**config.mk**
```make
export PLATFORM = sky130hd
export DESIGN_NAME = down_counter_timer
export DESIGN_NICKNAME = d
export VERILOG_FILES = /design/src/rtl/down_counter_timer.sv
export SDC_FILE = /design/constraint.sdc
export NUM_CORES = 1
export LEC_CHECK = 0
export BUFFER_PORTS_ARGS = -buffer_cell sky130_fd_sc_hd__buf_4
export CORE_ASPECT_RATIO = 1.25
export CORE_MARGIN = 4
export CORE_UTILIZATION = 54
export CTS_CLUSTER_DIAMETER = 80
export CTS_CLUSTER_SIZE = 8
export DETAILED_ROUTE_END_ITERATION = 10
export PLACE_DENSITY = 0.78
export SLEW_MARGIN = 20
export SYNTH_ARGS = -nofsm -noshare
export SYNTH_HDL_FRONTEND = slang
export SYNTH_SLANG_ARGS = --single-unit
```
**constraint.sdc**
```tcl
create_clock -name clk -period 2.3 [get_ports clk]
set_input_delay 0.575 -clock clk [delete_from_list [all_inputs] [get_ports clk]]
set_output_delay 0.575 -clock clk [all_outputs]
set_load 0.02 [all_outputs]
```
**src/rtl/down_counter_timer.sv**
```systemverilog
// rtl/down_counter_timer.sv - loadable, enable-gated down-counter timer with underflow pulse
//
// Counts from a reload value toward 0. The edge that finds count==0 while
// running is the expiry edge: it raises a one-cycle underflow pulse and then
// either reloads (auto_reload=1) or parks in DONE with count held at 0.
//
// Ports:
//   clk          in   system clock, rising edge
//   reset        in   asynchronous active-low reset
//   enable       in   decrement qualifier while running
//   load         in   synchronous load strobe (highest priority)
//   load_value   in   [WIDTH-1:0] new count and new reload value
//   start        in   restart from reload value when IDLE or DONE
//   auto_reload  in   1 = reload on expiry, 0 = stop in DONE
//   count        out  [WIDTH-1:0] registered count
//   underflow    out  registered one-cycle expiry pulse
//   busy         out  high while running
module down_counter_timer #(
  parameter int WIDTH = 8,
  parameter int START = 235
) (
  input  logic             clk,
  input  logic             reset,
  input  logic             enable,
  input  logic             load,
  input  logic [WIDTH-1:0] load_value,
  input  logic             start,
  input  logic             auto_reload,
  output logic [WIDTH-1:0] count,
  output logic             underflow,
  output logic             busy
);

  typedef enum logic [1:0] {
    IDLE = 2'd0,
    RUN  = 2'd1,
    DONE = 2'd2
  } state_t;

  localparam logic [WIDTH-1:0] START_VAL = WIDTH'(START);

  state_t           state_q, state_d;
  logic [WIDTH-1:0] count_q, count_d;
  logic [WIDTH-1:0] reload_q, reload_d;
  logic             underflow_q, underflow_d;

  always_ff @(posedge clk or negedge reset) begin
    if (!reset) begin
      state_q     <= IDLE;
      count_q     <= START_VAL;
      reload_q    <= START_VAL;
      underflow_q <= 1'b0;
    end else begin
      state_q     <= state_d;
      count_q     <= count_d;
      reload_q    <= reload_d;
      underflow_q <= underflow_d;
    end
  end

  always_comb begin
    state_d     = state_q;
    count_d     = count_q;
    reload_d    = reload_q;
    // underflow is a pulse: it only survives one cycle unless re-raised
    underflow_d = 1'b0;

    if (load) begin
      // load overrides start, enable and a coinciding expiry
      count_d  = load_value;
      reload_d = load_value;
      state_d  = RUN;
    end else begin
      unique case (state_q)
        IDLE, DONE: begin
          if (start) begin
            count_d = reload_q;
            state_d = RUN;
          end
        end
        RUN: begin
          if (enable) begin
            if (count_q != '0) begin
              count_d = count_q - WIDTH'(1);
            end else begin
              // expiry replaces the wrap past zero
              underflow_d = 1'b1;
              if (auto_reload) begin
                count_d = reload_q;
              end else begin
                state_d = DONE;
              end
            end
          end
        end
        default: begin
          state_d = IDLE;
        end
      endcase
    end
  end

  assign count     = count_q;
  assign underflow = underflow_q;
  assign busy      = (state_q == RUN);

endmodule

```
# Word-level counts from Yosys, hierarchy flattened

Cells that the tools add are included.

Bits in latches: 0
Memories: 0
Output and inout bits: 10
Flip-flop bits (word level): 19
Bits of input ports: 14
Word-level logic and storage cells: 34
Bits in read-only memories: 0
RAM bits: 0

$mul: 0
$lt $le $gt $ge: 0
Add/sub/neg operators: 1
Shift-type cells: 0
Bitwise operators: 0
Muxes and demuxes: 16
Reduce and logical (&&, ||, !) cells: 6
Divide/modulo/power cells: 0
Equal/unequal tests: 7

Operators with widths:

| operator              | count |
|---|---|
| $mux W8               | 5 |
| $pmux W8 S2           | 1 |
| $ne A3 B3 Y1 const B  | 4 |
| $mux W2               | 5 |
| $reduce_and A4 Y1     | 2 |
| $reduce_bool A8 Y1    | 1 |
| $sub A8 B1 Y8 const B | 1 |
| $mux W1               | 4 |
| $ne A4 B3 Y1 const B  | 1 |
| $pmux W2 S2           | 1 |
| $reduce_bool A3 Y1    | 1 |
| $eq A2 B1 Y1 const B  | 1 |
| $eq A2 B2 Y1 const B  | 1 |
| $logic_not A2 Y1      | 1 |
| $reduce_or A2 Y1      | 1 |

# Depth between registers and ports, before layout

Depth in word-level cells: 5
Mapped depth: 6
Depth with buffers taken out: 6

# Worst setup path before layout

Ideal clock, no wire load.

Kind: register -> register
Start: reg count_q[0], in the netlist count[0]
End: reg count_q[1], in the netlist count[1]
Library setup time: 0.082 ns
Period minus slack after synthesis: 1.817 ns
Arrival: 1.735 ns
Data required time: 2.218 ns
Buffers on the path: 0
Path slack: 0.483 ns
Cell stages (with the launch flop): 7
Cells stage by stage: dfstp_2 > inv_1 > ha_1 > nor4b_4 > nand4b_4 > and2_4 > mux2_4

Cells in the longest elaborated chain, start to end: 5
Elaborated cells on any way between the ends: 8
Classes of those cells: 1 x add/sub; 1 x eq/ne; 4 x mux; 2 x reduce/logical

Ends and longest elaborated chain:

| item                                                       | line   | RTL |
|---|---|---|
| from (decl)                                                | 43     | `logic [WIDTH-1:0] count_q, count_d;` |
| from (signal assigned)                                     | 55     | `count_q <= count_d;` |
| $sub A8 B1 Y8 / $reduce_bool A8 Y1 (equally long branches) | 84, 83 |  |
| $mux W8                                                    | 83     | `if (count_q != '0) begin` |
| $mux W8                                                    | 82     | `if (enable) begin` |
| $pmux W8 S2                                                | 74     | `unique case (state_q)` |
| $mux W8                                                    | 68     | `if (load) begin` |

Parallel ways exist; a longest one is shown, timed or not. The select of a mux whose other input is x is not followed.
A chain may end at the register's enable or synchronous reset.

# Final worst setup path

Start: reg state_q[1]
End: out busy

Cells in the longest elaborated chain, start to end: 1

Ends and longest elaborated chain:

| item                   | line | RTL |
|---|---|---|
| from (decl)            | 42   | `state_t state_q, state_d;` |
| from (signal assigned) | 54   | `state_q <= state_d;` |
| $eq A2 B1 Y1           | 105  | `assign busy = (state_q == RUN);` |
| to (decl)              | 31   | `output logic busy` |

No other way between the ends.

==> flow_results.xml <==
<?xml version="1.0" encoding="UTF-8"?>
<metrics>
  <group name="pwr">
    <metric name="comb_power_share" unit="">0.357</metric>
    <metric name="p_sw_frac" unit="">0.367</metric>
    <metric name="peak_vdd_ir" unit="mV">0.437</metric>
    <metric name="p_clk_frac" unit="">0.173</metric>
    <metric name="power.switching" unit="mW">0.374</metric>
    <metric name="p_int" unit="mW">0.645</metric>
    <metric name="powerDensity" unit="nW/um^2">696</metric>
    <metric name="power.share.sequential" unit="">0.471</metric>
    <metric name="power.static_leakage" unit="nW">0.660</metric>
  </group>
  <group name="final_layout">
    <metric name="areaGrowthSynthToFinish" unit="%">19.7</metric>
    <metric name="nets" unit="">162</metric>
    <metric name="antennaDiodeCount" unit="">0</metric>
    <metric name="final_instance_count_without_filler_cells" unit="">176</metric>
    <metric name="final_layout_size_suffix_gt1_frac" unit="">0.400</metric>
  </group>
  <group name="synth">
    <metric name="share_of_synthesized_registers_carrying_an_async_set_or_reset" unit="">1.00</metric>
    <metric name="yosys_register_bits" unit="">19</metric>
    <metric name="synth_compound_area_frac" unit="">0.255</metric>
    <metric name="post_synth_mux_area_share" unit="">0.0204</metric>
    <metric name="seq_area_frac_synth" unit="">0.401</metric>
    <metric name="mappedNetlistNets" unit="">134</metric>
    <metric name="synth-adder-area-share" unit="">0.0204</metric>
    <metric name="post_synth_and_or_nand_nor_area_fraction" unit="">0.254</metric>
    <metric name="syn-instance-count" unit="">118</metric>
    <metric name="synth_area_leaders" unit="">sky130_fd_sc_hd__dfstp_2 26%, sky130_fd_sc_hd__dfrtp_1 14%, sky130_fd_sc_hd__inv_1 2.8%</metric>
    <metric name="synth_top_family_by_area" unit="">compound AO/OA/AOI/OAI gates</metric>
    <metric name="count_of_warnings_emitted_by_yosys" unit="">0</metric>
    <metric name="synth_xor_xnor_area_share" unit="">0.00716</metric>
    <metric name="synth.avg_cell_area" unit="um^2">10.4</metric>
    <metric name="synth_enable_flop_cells" unit="">0</metric>
    <metric name="synth_top_cell_by_area" unit="">sky130_fd_sc_hd__dfstp_2</metric>
    <metric name="yosys.area.top_type_share" unit="">0.258</metric>
    <metric name="dominantRegCellSynth" unit="">sky130_fd_sc_hd__dfstp_2</metric>
    <metric name="synthesized_area" unit="um^2">1220</metric>
    <metric name="post_synth_num_cell_types" unit="">55</metric>
  </group>
  <group name="timing">
    <metric name="setup_repair_after_global_routing_missed_its_margin" unit="">no</metric>
    <metric name="fin_crit" unit="ns">2.03</metric>
    <metric name="timing_hold_violations_final" unit="">0</metric>
    <metric name="max_slew_margin" unit="">0.722</metric>
    <metric name="setup_tns" unit="ns">0</metric>
    <metric name="setup_slack" unit="ns">0.267</metric>
    <metric name="tightest_slew" unit="ns">0.414</metric>
    <metric name="maxClockFrequency" unit="MHz">492</metric>
    <metric name="min_period_over_period" unit="">0.884</metric>
    <metric name="finalClockSkew" unit="ns">0.00117</metric>
    <metric name="setup_viol" unit="">0</metric>
    <metric name="timing.final.max_slew_violations" unit="">0</metric>
  </group>
  <group name="clock_network">
    <metric name="clk_transition_reported_paths" unit="ns">0.11</metric>
    <metric name="clock_sink_count" unit="">19</metric>
    <metric name="insertion_delay" unit="ns">0.31</metric>
    <metric name="postCtsSetupBuffers" unit="">0</metric>
    <metric name="max-clock-path-buffers" unit="">2</metric>
    <metric name="h_tree_depth_reported_by_cts" unit="">1</metric>
    <metric name="clk_root_buffer_cell" unit="">sky130_fd_sc_hd__clkbuf_4</metric>
    <metric name="tritoncts" unit="">done</metric>
    <metric name="tritoncts.num_buffers" unit="">3</metric>
    <metric name="cts_resized" unit="">0</metric>
    <metric name="postCtsHoldBufs" unit="">0</metric>
  </group>
  <group name="floorplanning">
    <metric name="row_count" unit="">19</metric>
    <metric name="die_y" unit="um">61.2</metric>
    <metric name="core_region_area" unit="um^2">2190</metric>
    <metric name="pin_count" unit="">24</metric>
    <metric name="initial_utilization" unit="">0.559</metric>
    <metric name="fp.dieW" unit="um">50.6</metric>
    <metric name="die_area" unit="um^2">3100</metric>
  </group>
  <group name="setup_path">
    <metric name="crit_required" unit="ns">1.73</metric>
    <metric name="reg2reg_setup_slack" unit="ns">0.37</metric>
    <metric name="r2r.worst_path.cells" unit="">7</metric>
    <metric name="crit_type" unit="">register to output port</metric>
    <metric name="worst_path_largest_cell_delay" unit="ns">0.43</metric>
    <metric name="critPathSlowestCell" unit="">sky130_fd_sc_hd__dfrtp_1</metric>
    <metric name="worstPathArrival" unit="ns">1.46</metric>
    <metric name="crit_path_cell_trace" unit="">or2b_2 -&gt; inv_1 -&gt; buf_4</metric>
    <metric name="cp_max_fo" unit="">5</metric>
    <metric name="r2r-end" unit="">count[3]</metric>
    <metric name="regToRegStartpoint" unit="">count[0]</metric>
    <metric name="setup.worst_path.start_class" unit="">register</metric>
    <metric name="critical_path.endpoint_type" unit="">output port</metric>
  </group>
  <group name="detailed_routing">
    <metric name="highest-signal-layer" unit="">met4</metric>
    <metric name="wire_per_inst" unit="um">15.6</metric>
    <metric name="drt-pass1-iter-count" unit="">4</metric>
    <metric name="routedLengthMet1" unit="um">1130</metric>
    <metric name="drc" unit="">0</metric>
    <metric name="postRouteAntennaNets" unit="">0</metric>
    <metric name="drt-vias-per-instance" unit="">5.97</metric>
    <metric name="drtIter0Drc" unit="">26</metric>
    <metric name="postRouteWirelength" unit="um">2740</metric>
    <metric name="vias" unit="">1050</metric>
    <metric name="wl_met3" unit="um">143</metric>
    <metric name="route.met2.wl" unit="um">1370</metric>
  </group>
  <group name="global_routing">
    <metric name="first_global_vias" unit="">1026</metric>
    <metric name="grt_overflow_total" unit="">0</metric>
    <metric name="grt_util_all_layers" unit="">0.202</metric>
    <metric name="grt_antenna_before_repair" unit="">0</metric>
    <metric name="grt_max_degree" unit="">22</metric>
    <metric name="grt_first_pass_wirelength" unit="um">4700</metric>
  </group>
  <group name="placement">
    <metric name="io_buffers" unit="">23</metric>
    <metric name="place_congestion" unit="">0.844</metric>
    <metric name="dp_hpwl" unit="um">2120</metric>
    <metric name="placedCellCount" unit="">172</metric>
    <metric name="placement.setup.worst_slack" unit="ns">0.353</metric>
  </group>
  <group name="run_status">
    <metric name="outcome" unit="">completed</metric>
  </group>
  <group name="run">
    <metric name="max_cap_violation_count" unit="">0</metric>
  </group>
  <group name="worst_hold_path">
    <metric name="class_of_the_most_critical_hold_timing_path" unit="">input pin to asynchronous set/reset pin</metric>
  </group>
</metrics>
[per-stage QoR]
| stage | util | hold WS (ns) | power [mW] | instance area [um^2] |
|---|---|---|---|---|
| after detailed placement | 0.658 | 0.460 | 0.851 | 1440 |
| after CTS | 0.670 | 0.122 | 1.02 | 1470 |
| after floorplan | - | 0.279 | 0.721 | 1220 |
| after global placement | 0.658 | 0.464 | 0.843 | 1440 |
| after global routing | 0.670 | 0.116 | 1.08 | 1470 |
| final | 0.670 | 0.116 | 1.02 | 1470 |
[critical path, delay by kind of cell (launching register included)]
kind | cells | cell delay, ns
buf+inv | 2 | 0.37
simple gates | 1 | 0.36
flops | 1 | 0.43
[placed cells by master (no fill, tap or decap), types with 3 or more instances in the layout]
master / Yosys / layout
sky130_fd_sc_hd__buf_4: 0 / 26
sky130_fd_sc_hd__dfstp_2: 12 / 12
sky130_fd_sc_hd__inv_1: 9 / 9
sky130_fd_sc_hd__nand2_1: 9 / 9
sky130_fd_sc_hd__dfrtp_1: 7 / 7
sky130_fd_sc_hd__o21ai_0: 6 / 6
sky130_fd_sc_hd__nor2b_1: 5 / 5
sky130_fd_sc_hd__a21oi_1: 5 / 5
sky130_fd_sc_hd__nor2_1: 4 / 4
sky130_fd_sc_hd__o211ai_1: 3 / 3
sky130_fd_sc_hd__a31oi_1: 3 / 3
sky130_fd_sc_hd__a21o_1: 3 / 3
sky130_fd_sc_hd__clkbuf_4: 0 / 3
[cell families (layout without fill, tap and decap cells)]
kind of cell / Yosys count / in the layout
muxes: 2 / 2
buffers and inverters: 12 / 39
xor gates and xnor gates: 1 / 1
AOI/OAI and AO/OA: 40 / 40
DFF: 19 / 19
adders and majority gates: 2 / 2
and+or+nand+nor: 42 / 42
[flip-flops by register name, indices dropped and copies added (netlist names)]
| signal | flops |
|---|---|
| reload_q | 8 |
| state_q | 2 |
| underflow | 1 |
| count | 8 |
[Yosys cell counts (2+ instances only)]
cell / n
sky130_fd_sc_hd__dfstp_2: 12
sky130_fd_sc_hd__o211ai_1: 3
sky130_fd_sc_hd__nor3_1: 2
sky130_fd_sc_hd__ha_1: 2
sky130_fd_sc_hd__and2_1: 2
sky130_fd_sc_hd__nor2_1: 4
sky130_fd_sc_hd__a21o_1: 3
sky130_fd_sc_hd__inv_1: 9
sky130_fd_sc_hd__a31oi_1: 3
sky130_fd_sc_hd__a21oi_1: 5
sky130_fd_sc_hd__nor2b_1: 5
sky130_fd_sc_hd__nand2b_1: 2
sky130_fd_sc_hd__dfrtp_1: 7
sky130_fd_sc_hd__clkbuf_1: 2
sky130_fd_sc_hd__a221oi_1: 2
sky130_fd_sc_hd__nand2_1: 9
sky130_fd_sc_hd__a22oi_1: 2
sky130_fd_sc_hd__or3b_2: 2
sky130_fd_sc_hd__o21ai_0: 6
[routing by layer]
layer / up-vias / track usage
li1: 504 / -
met1: 502 / 0.251
met2: 34 / 0.325
met3: 10 / 0.0387
met4: 0 / 0.135
met5: - / 0
[layout make-up]
type,count,area [um^2]
tap,31,38.8
inverter,9,33.8
multi-input combinational,87,681
timing repair buffer,26,195
clock buffer,4,26.3
fill,185,722
sequential,19,490
[power groups by stage]
stage,combinational [mW],sequential [mW],clock [mW]
floorplan,0.219,0.502,0
finish,0.364,0.480,0.176
global placement,0.360,0.483,0
detailed placement,0.364,0.487,0
global route,0.395,0.492,0.195
CTS,0.366,0.481,0.178
[worst max-delay path by stage]
stage | startpoint | end | slack, ns | depth (start not counted)
6_report | state_q[1] | busy | 0.27 | 3
5_1_grt | state_q[1] | busy | 0.21 | 3
4_1_cts | state_q[1] | busy | 0.27 | 3
3_5_place_dp | load | count[5] | 0.35 | 5
3_3_place_gp | load | count[6] | 0.32 | 5
2_1_floorplan | count[0] | count[1] | 0.48 | 6
Power figures use the tool's default switching activity.
